File: src/rtl/fib_codec_pkg.sv
// Shared constants, state type and Fibonacci helper functions for the
// Zeckendorf codec family.
package fib_codec_pkg;

   typedef enum logic [1:0] {IDLE, RUN, DONE} state_t;

   localparam logic MODE_ENC = 1'b0;
   localparam logic MODE_DEC = 1'b1;

   // F(0)=0, F(1)=F(2)=1
   function automatic longint unsigned fib(input int n);
      longint unsigned a = 0;
      longint unsigned b = 1;
      longint unsigned t;
      for (int i = 0; i < n; i++) begin
         t = a + b;
         a = b;
         b = t;
      end
      return a;
   endfunction

   function automatic int fib_min(input int bin_w);
      longint unsigned lim = (64'd1 << bin_w) - 64'd1;
      int w = 1;
      while (fib(w + 2) <= lim) w++;
      return w;
   endfunction

   function automatic int calc_wgt_w(input int fib_w);
      return $clog2(fib(fib_w + 1) + 64'd1);
   endfunction

endpackage

File: src/rtl/fib_codec_weight_gen.sv
// Fibonacci weight generator: walks (F(k+2), F(k+1)) downwards one step per
// cycle so the current digit weight never needs a lookup table.
module fib_weight_gen
   import fib_codec_pkg::*;
#(
   parameter int FIB_W = 32,
   parameter int WGT_W = calc_wgt_w(FIB_W)
) (
   input  logic             clk,
   input  logic             rst,
   input  logic             load,
   input  logic             step,
   output logic [WGT_W-1:0] weight
);

   localparam logic [WGT_W-1:0] A_INIT = WGT_W'(fib(FIB_W + 1));
   localparam logic [WGT_W-1:0] B_INIT = WGT_W'(fib(FIB_W));

   logic [WGT_W-1:0] a_q;
   logic [WGT_W-1:0] b_q;

   // (a,b) -> (b, a-b) reverses the Fibonacci recurrence
   always_ff @(posedge clk or negedge rst) begin
      if (!rst) begin
         a_q <= '0;
         b_q <= '0;
      end else if (load) begin
         a_q <= A_INIT;
         b_q <= B_INIT;
      end else if (step) begin
         a_q <= b_q;
         b_q <= a_q - b_q;
      end
   end

   assign weight = a_q;

endmodule

File: src/rtl/fib_codec_p.sv
// Bit-serial Zeckendorf codec: greedy encode of a binary value or weighted-sum
// decode of a Fibonacci code, one digit per cycle, most significant first.
module fib_codec_p
   import fib_codec_pkg::*;
#(
   parameter int BIN_W = 16,
   parameter int FIB_W = 32
) (
   input  logic             clk,
   input  logic             rst,
   input  logic             in_valid,
   output logic             in_ready,
   input  logic             in_mode,
   input  logic [BIN_W-1:0] in_bin,
   input  logic [FIB_W-1:0] in_fib,
   output logic             out_valid,
   input  logic             out_ready,
   output logic             out_mode,
   output logic [FIB_W-1:0] out_fib,
   output logic [BIN_W-1:0] out_bin,
   output logic             overflow,
   output logic             noncanon
);

   localparam int WGT_W = calc_wgt_w(FIB_W);
   localparam int DW    = ((BIN_W > WGT_W) ? BIN_W : WGT_W) + 1;
   localparam int KW    = $clog2(FIB_W);
   localparam logic [DW-1:0] BIN_MAX = {{(DW-BIN_W){1'b0}}, {BIN_W{1'b1}}};
   localparam logic [KW-1:0] K_TOP   = KW'(FIB_W - 1);

   if (BIN_W < 4 || BIN_W > 32 || FIB_W < fib_min(BIN_W) || FIB_W > 48) begin : g_bad_params
      $error("fib_codec_p: BIN_W/FIB_W combination out of range");
   end

   state_t           state_q, state_d;
   logic             accept, run;
   logic [WGT_W-1:0] weight;
   logic [DW-1:0]    wgt_ext, acc_sum;
   logic [DW-1:0]    rem_q, acc_q;
   logic [KW-1:0]    k_q;
   logic [FIB_W-1:0] fib_in_q, fib_out_q;
   logic             mode_q, ovf_q, nc_q, prev_q, digit;

   fib_weight_gen #(.FIB_W(FIB_W), .WGT_W(WGT_W)) u_wgen (
      .clk    (clk),
      .rst    (rst),
      .load   (accept),
      .step   (run),
      .weight (weight)
   );

   always_ff @(posedge clk or negedge rst) begin
      if (!rst) state_q <= IDLE;
      else      state_q <= state_d;
   end

   always_comb begin
      state_d   = state_q;
      in_ready  = 1'b0;
      out_valid = 1'b0;
      accept    = 1'b0;
      run       = 1'b0;
      case (state_q)
         IDLE: begin
            in_ready = 1'b1;
            if (in_valid) begin
               accept  = 1'b1;
               state_d = RUN;
            end
         end
         RUN: begin
            run = 1'b1;
            if (k_q == '0) state_d = DONE;
         end
         DONE: begin
            out_valid = 1'b1;
            if (out_ready) state_d = IDLE;
         end
         default: state_d = IDLE;
      endcase
   end

   assign wgt_ext = {{(DW-WGT_W){1'b0}}, weight};
   assign acc_sum = acc_q + wgt_ext;
   assign digit   = fib_in_q[k_q];

   // prev_q carries digit k+1 so adjacency is caught without indexing past the top
   always_ff @(posedge clk or negedge rst) begin
      if (!rst) begin
         mode_q    <= MODE_ENC;
         rem_q     <= '0;
         acc_q     <= '0;
         k_q       <= '0;
         fib_in_q  <= '0;
         fib_out_q <= '0;
         ovf_q     <= 1'b0;
         nc_q      <= 1'b0;
         prev_q    <= 1'b0;
      end else if (accept) begin
         mode_q    <= in_mode;
         rem_q     <= {{(DW-BIN_W){1'b0}}, in_bin};
         acc_q     <= '0;
         k_q       <= K_TOP;
         fib_in_q  <= in_fib;
         fib_out_q <= '0;
         ovf_q     <= 1'b0;
         nc_q      <= 1'b0;
         prev_q    <= 1'b0;
      end else if (run) begin
         k_q <= k_q - 1'b1;
         if (mode_q == MODE_ENC) begin
            if (rem_q >= wgt_ext) begin
               fib_out_q[k_q] <= 1'b1;
               rem_q          <= rem_q - wgt_ext;
            end
         end else begin
            prev_q <= digit;
            if (digit && prev_q) nc_q <= 1'b1;
            if (digit) begin
               if (acc_sum > BIN_MAX) begin
                  ovf_q <= 1'b1;
                  acc_q <= BIN_MAX;
               end else begin
                  acc_q <= acc_sum;
               end
            end
         end
      end
   end

   assign out_mode = mode_q;
   assign out_fib  = fib_out_q;
   assign out_bin  = acc_q[BIN_W-1:0];
   assign overflow = ovf_q;
   assign noncanon = nc_q;

endmodule

File: config.mk
export PLATFORM = sky130hd
export DESIGN_NAME = fib_codec_p
export DESIGN_NICKNAME = d
export VERILOG_FILES = /design/src/rtl/fib_codec_pkg.sv /design/src/rtl/fib_codec_weight_gen.sv /design/src/rtl/fib_codec_p.sv
export SDC_FILE = /design/constraint.sdc
export NUM_CORES = 1
export LEC_CHECK = 0
export ABC_AREA = 1
export CORE_ASPECT_RATIO = 0.8
export CORE_MARGIN = 5
export CORE_UTILIZATION = 55
export DETAILED_ROUTE_END_ITERATION = 6
export PLACE_DENSITY = 0.78
export SLEW_MARGIN = 20
export SYNTH_ARGS = -nofsm -noshare
export SYNTH_HDL_FRONTEND = slang
export SYNTH_SLANG_ARGS = --single-unit
File: constraint.sdc
create_clock -name clk -period 3.28 [get_ports clk]
set_clock_uncertainty 0.15 [all_clocks]
set_input_delay 0.82 -clock clk [delete_from_list [all_inputs] [get_ports clk]]
set_output_delay 0.82 -clock clk [all_outputs]
set_load 0.005 [all_outputs]
==> results_dict.tcl, run 1 <==
set metrics [dict create \
    place.gp.congestion 0.937 \
    dieHeight_um 139 \
    synthXorXnorAreaFrac 0.0206 \
    critical-path-slowest-cell "dfrtp_1" \
    die_w_um 171 \
    io_buffers 105 \
    grt_pass1_vias 10501 \
    status "completed" \
    critical-path-max-stage-delay_ns 0.47 \
    hp-class "primary input to async pin" \
    required_ns 3.49 \
    max-cap-violations 0 \
    final_nets 1871 \
    synth_area_mm2 0.0115 \
    critPathMaxFanout 27 \
    num_antenna_cells 0 \
    period_share 0.865 \
    clk_path_buf_depth 2 \
    synth_edf_count 0 \
    clk_latency_ns 0.43 \
    synth_top_family_by_area "simple AND/OR/NAND/NOR gates" \
    synth.distinct_cells 43 \
    cts-root-buf "clkbuf_16" \
    track_usage 0.269 \
    grt_max_degree 89 \
    cts.reportedPaths.clkPinSlew_ns 0.08 \
    numCtsBuffers 17 \
    synthMuxAreaShare 0 \
    critical_path.cell_chain "inv_1 > ha_1 > a21oi_1 > o21ai_0 > a21oi_1 > nand2_2 > nand2_2 > nand2_4 > nand2_4 > nand2_2 > nand2_4 > buf_12 > nand2_1 > o21ai_0" \
    grt_overflow 0 \
    timing.fmax_mhz 353 \
    timing.setup.tns_ns 0 \
    path_class "register to register" \
    yosys.area_share.simple 0.303 \
    ys_seq_area_frac 0.360 \
    syn2layout_area_growth_pct 15.9 \
    postCtsSetupRepairBufs 0 \
    syn_inst 1666 \
    hold_viol 0 \
    avgSynthCellArea_um2 6.88 \
    firstDrtPassIters 5 \
    finalWirelength_um 31500 \
    ios 106 \
    worst_pin_slew_ns 0.906 \
    syn_nets 1791 \
    vias_per_cell 5.47 \
    htreeDepth 4 \
    grt_setup_unrepaired "no" \
    finalSetupViolCount 0 \
    drive_above_1_share 0.0443 \
    fp.coreArea_mm2 0.0206 \
    cts_hold_buf 0 \
    synthFlopType "dfrtp_1" \
    drt-wirelength-per-cell_um 15.5 \
    dp_hpwl_um 23600 \
    relSlewSlack 0.396 \
    die_area_mm2 0.0238 \
    period_needed_ns 2.84 \
    ant_nets 0 \
    critPathLaunchType "register" \
    multiInputGateArea_mm2 0.00620 \
    drt-initial-drc-count 1085 \
    cts_tree "built" \
    route.detailed.drc 0 \
    arrival_ns 3.04 \
    cts_sinks 165 \
    start_util 0.557 \
    yosys_warnings 0 \
    synth_compound_area_frac 0.136 \
    synthArstFlopShare 1.00 \
    maxSlewViolCount 0 \
    antenna_found_initial 0 \
    grt_pass1_wl_um 52100 \
    ys_ff_latch 165 \
    fillers 1891 \
    regToRegSetupSlack_ns 0.44 \
    post_cts_resize_count 0 \
    regArea_mm2 0.00413 \
    endpoint_kind "register" \
    synth_fa_ha_area_frac 0.0806 \
    placementRows 47 \
    num_vias 11084 \
]
layout make-up:
class / count / share of cell area
clock buffer: 18 / 0.0331
clock inverter: 14 / 0.0116
inverter: 206 / 0.0584
multi-input combinational: 1234 / 0.467
sequential: 165 / 0.311
tap: 269 / 0.0254
timing repair buffer: 122 / 0.0936
kinds of logic (layout without fill, tap and decap cells):
kind of cell / after synthesis / after routing
buf+inv: 267 / 360
fa+ha+maj: 72 / 72
compound gates: 288 / 288
flops: 165 / 165
simple gates: 847 / 847
xor+xnor: 27 / 27
worst paths after layout:
kind | startpoint | endpoint | cells after the start
min reg2reg | fib_in_q[11] | fib_in_q[11] | 2
max reg2reg | u_wgen.weight[14] | out_fib[20] | 14
max in group asynchronous | rst | u_wgen.weight[10] | 2
min | rst | out_fib[22] | 1
min in group clk | fib_in_q[11] | fib_in_q[11] | 2
max | u_wgen.weight[14] | out_fib[20] | 14
state kept, by name, summed over array words and instances (netlist names):
register	cells
fib_in_q	32
out_fib	32
acc_q	23
rem_q	23
u_wgen.b_q	22
u_wgen.weight	22
k_q	5
state_q	2
noncanon	1
out_mode	1
overflow	1
prev_q	1
cell usage after synthesis, drive strengths merged (18+ instances only):
cell type / count / area share
dfrtp: 165 / 0.36
nand2: 568 / 0.19
ha: 69 / 0.075
inv: 205 / 0.067
nand3: 78 / 0.034
buf: 39 / 0.024
nor2: 145 / 0.048
nand4: 19 / 0.010
nor3: 18 / 0.0079
clkbuf: 22 / 0.0072
a21oi: 80 / 0.036
o21ai: 160 / 0.071
through the flow:
step	utilization	hold slack (ns)	worst slack [ns]	area, um^2	instances
floorplan	-	0.294	0.918	11500	1666
global placement	0.616	0.306	0.414	12700	1996
detailed placement	0.616	0.310	0.332	12700	1996
CTS	0.645	0.172	0.491	13300	2028
global route	0.645	0.194	0.208	13300	2028
finish	0.645	0.168	0.444	13300	2028
metal layers:
layer | up-vias | track usage | routed length, um
li1 | 5506 | - | -
met1 | 5172 | 0.391 | 14900
met2 | 367 | 0.423 | 14100
met3 | 39 | 0.0445 | 2120
met4 | 0 | 0.0579 | 411
met5 | - | 0 | 0
cell usage in the layout (no fill, tap or decap), types with 8 or more instances in the layout:
| master | count |
|---|---|
| a21oi_1 | 78 |
| buf_4 | 12 |
| clkbuf_16 | 17 |
| clkdlybuf4s50_1 | 104 |
| dfrtp_1 | 165 |
| ha_1 | 69 |
| inv_1 | 200 |
| nand2_1 | 555 |
| nand2_2 | 8 |
| nand3_1 | 78 |
| nand3b_1 | 10 |
| nand4_1 | 19 |
| nor2_1 | 143 |
| nor3_1 | 18 |
| o211ai_1 | 17 |
| o21ai_0 | 149 |
| o21ai_1 | 9 |
| o22ai_1 | 17 |
| xnor2_1 | 17 |
| xor2_1 | 10 |
critical path, delay by kind of cell, from the launching register on:
kind / cells / cell delay, ns
simple gates: 7 / 0.76
fa+ha+maj: 1 / 0.37
compound gates: 4 / 0.66
flops: 1 / 0.47
buf+inv: 2 / 0.35
Power of run 1 is not shown: default switching activity piles up to over one toggle a cycle in this logic, so the estimate is an artifact.
==> inputs of run 2 (changes only) <==
Settings changed: CTS_BUF_LIST set to sky130_fd_sc_hd__clkbuf_4.
==> run 2 against run 1 <==
Sequential cell count stayed put. Routed wire length decreased by 0.55%. Setup slack got worse by 0.062 ns. Cell area is 2.2% lower. Die area is the same. Maximum frequency shrank 2.1%. Final cell count barely moved. Utilization decreased by 1.4 points. Register-to-register slack about the same. Critical endpoint is now in_ready.
==> results_dict.tcl, run 2 (synthesis gave the netlist of run 1 again) <==
set metrics [dict create \
    status "completed" \
    timing.setup.tns_ns 0 \
    place.gp.congestion 0.937 \
    timing.fmax_mhz 345 \
    htreeDepth 4 \
    clk_latency_ns 0.59 \
    drt-initial-drc-count 1068 \
    syn2layout_area_growth_pct 13.3 \
    grt_max_degree 89 \
    cp_num_buf_inv 1 \
    grt_pass1_wl_um 51800 \
    period_needed_ns 2.90 \
    dp_hpwl_um 23600 \
    firstDrtPassIters 6 \
    placementRows 47 \
    post_cts_resize_count 0 \
    cts_tree "built" \
    route.detailed.drc 0 \
    final_cell_mix "555 x nand2_1, 200 x inv_1, 165 x dfrtp_1, 149 x o21ai_0, 143 x nor2_1" \
    final_nets 1872 \
    hp-class "register to register" \
    drt-wirelength-per-cell_um 15.4 \
    max-cap-violations 0 \
    start_util 0.557 \
    ios 106 \
    numCtsBuffers 17 \
    critPathLaunchType "register" \
    antenna_found_initial 1 \
    maxSlewViolCount 0 \
    worst_pin_slew_ns 0.902 \
    endpoint_kind "output port" \
    ant_nets 0 \
    required_ns 2.31 \
    fp.coreArea_mm2 0.0206 \
    critical-path-slowest-cell "clkdlybuf4s50_1" \
    arrival_ns 1.93 \
    period_share 0.884 \
    grt_setup_unrepaired "no" \
    die_area_mm2 0.0238 \
    track_usage 0.266 \
    hold_viol 0 \
    dieHeight_um 139 \
    fillers 1938 \
    path_class "register to output port" \
    vias_per_cell 5.44 \
    clk_path_buf_depth 2 \
    dpl_cell_area_mm2 0.0127 \
    final_common_cell "nand2_1" \
    num_vias 11052 \
    critical-path-max-stage-delay_ns 0.57 \
    cts.reportedPaths.clkPinSlew_ns 0.16 \
    die_w_um 171 \
    grt_pass1_vias 10496 \
    cts-root-buf "clkbuf_4" \
    finalSetupViolCount 0 \
    drive_above_1_share 0.0438 \
    finalWirelength_um 31400 \
    relSlewSlack 0.399 \
    final_cell_area_mm2 0.0130 \
    cts_sinks 165 \
    critical_path.cell_chain "nor2_1 > clkdlybuf4s50_1" \
    io_buffers 105 \
    grt_overflow 0 \
    cpLargestDelayFamily "buffers and inverters" \
    critPathMaxFanout 5 \
]
## run 2: worst paths after layout
check                                  from                end  slack (ns)  cells past startpoint
max in group asynchronous               rst  u_wgen.weight[10]        1.63                      3
setup reg to reg           u_wgen.weight[9]           rem_q[0]        0.44                     11
hold reg to reg                fib_in_q[25]       fib_in_q[25]        0.35                      2
hold / removal                 fib_in_q[25]       fib_in_q[25]        0.35                      2
min in group asynchronous               rst        out_fib[22]        0.56                      2
setup / recovery                 state_q[0]           in_ready        0.38                      2
## run 2: final cells by class
class                           count  area [um^2]  area share
Antenna cell                        1         2.50    0.000193
Clock buffer                       17          128     0.00983
Clock inverter                     15          158      0.0121
Inverter                          206          776      0.0598
Multi-Input combinational cell   1234         6200       0.478
Sequential cell                   165         4130       0.318
Tap cell                          269          337      0.0259
Timing Repair Buffer              123         1250      0.0965
## run 2: what timing repair did
item | 4_1_cts | 5_1_grt
endpoints found under the setup margin | 0 | 0
hold buffers | 1 | 0
buffers inserted | 0 | 0
endpoints found under the hold margin | 24 | 0
## run 2: through the flow
step	setup slack [ns]	cells	hold slack [ns]	utilization
global route	0.186	2030	0.373	0.631
floorplan	0.918	1666	0.294	-
detailed placement	0.332	1996	0.310	0.616
CTS	0.366	2029	0.355	0.631
finish	0.382	2030	0.352	0.631
global placement	0.414	1996	0.306	0.616
## run 2: tightest hold or removal path, stage by stage (launching register included)
cell     delay, ns
dfrtp_1       0.37
nand2_1       0.05
nand2_1       0.06
## run 2: per-layer routing
metal / global-route usage / routed length, um / part of all wire
met5: 0 / 0 / 0
met3: 0.0510 / 2160 / 0.069
met1: 0.387 / 14800 / 0.47
met2: 0.420 / 14000 / 0.45
met4: 0.0496 / 380 / 0.012
Power of run 2 is left out for the same reason.
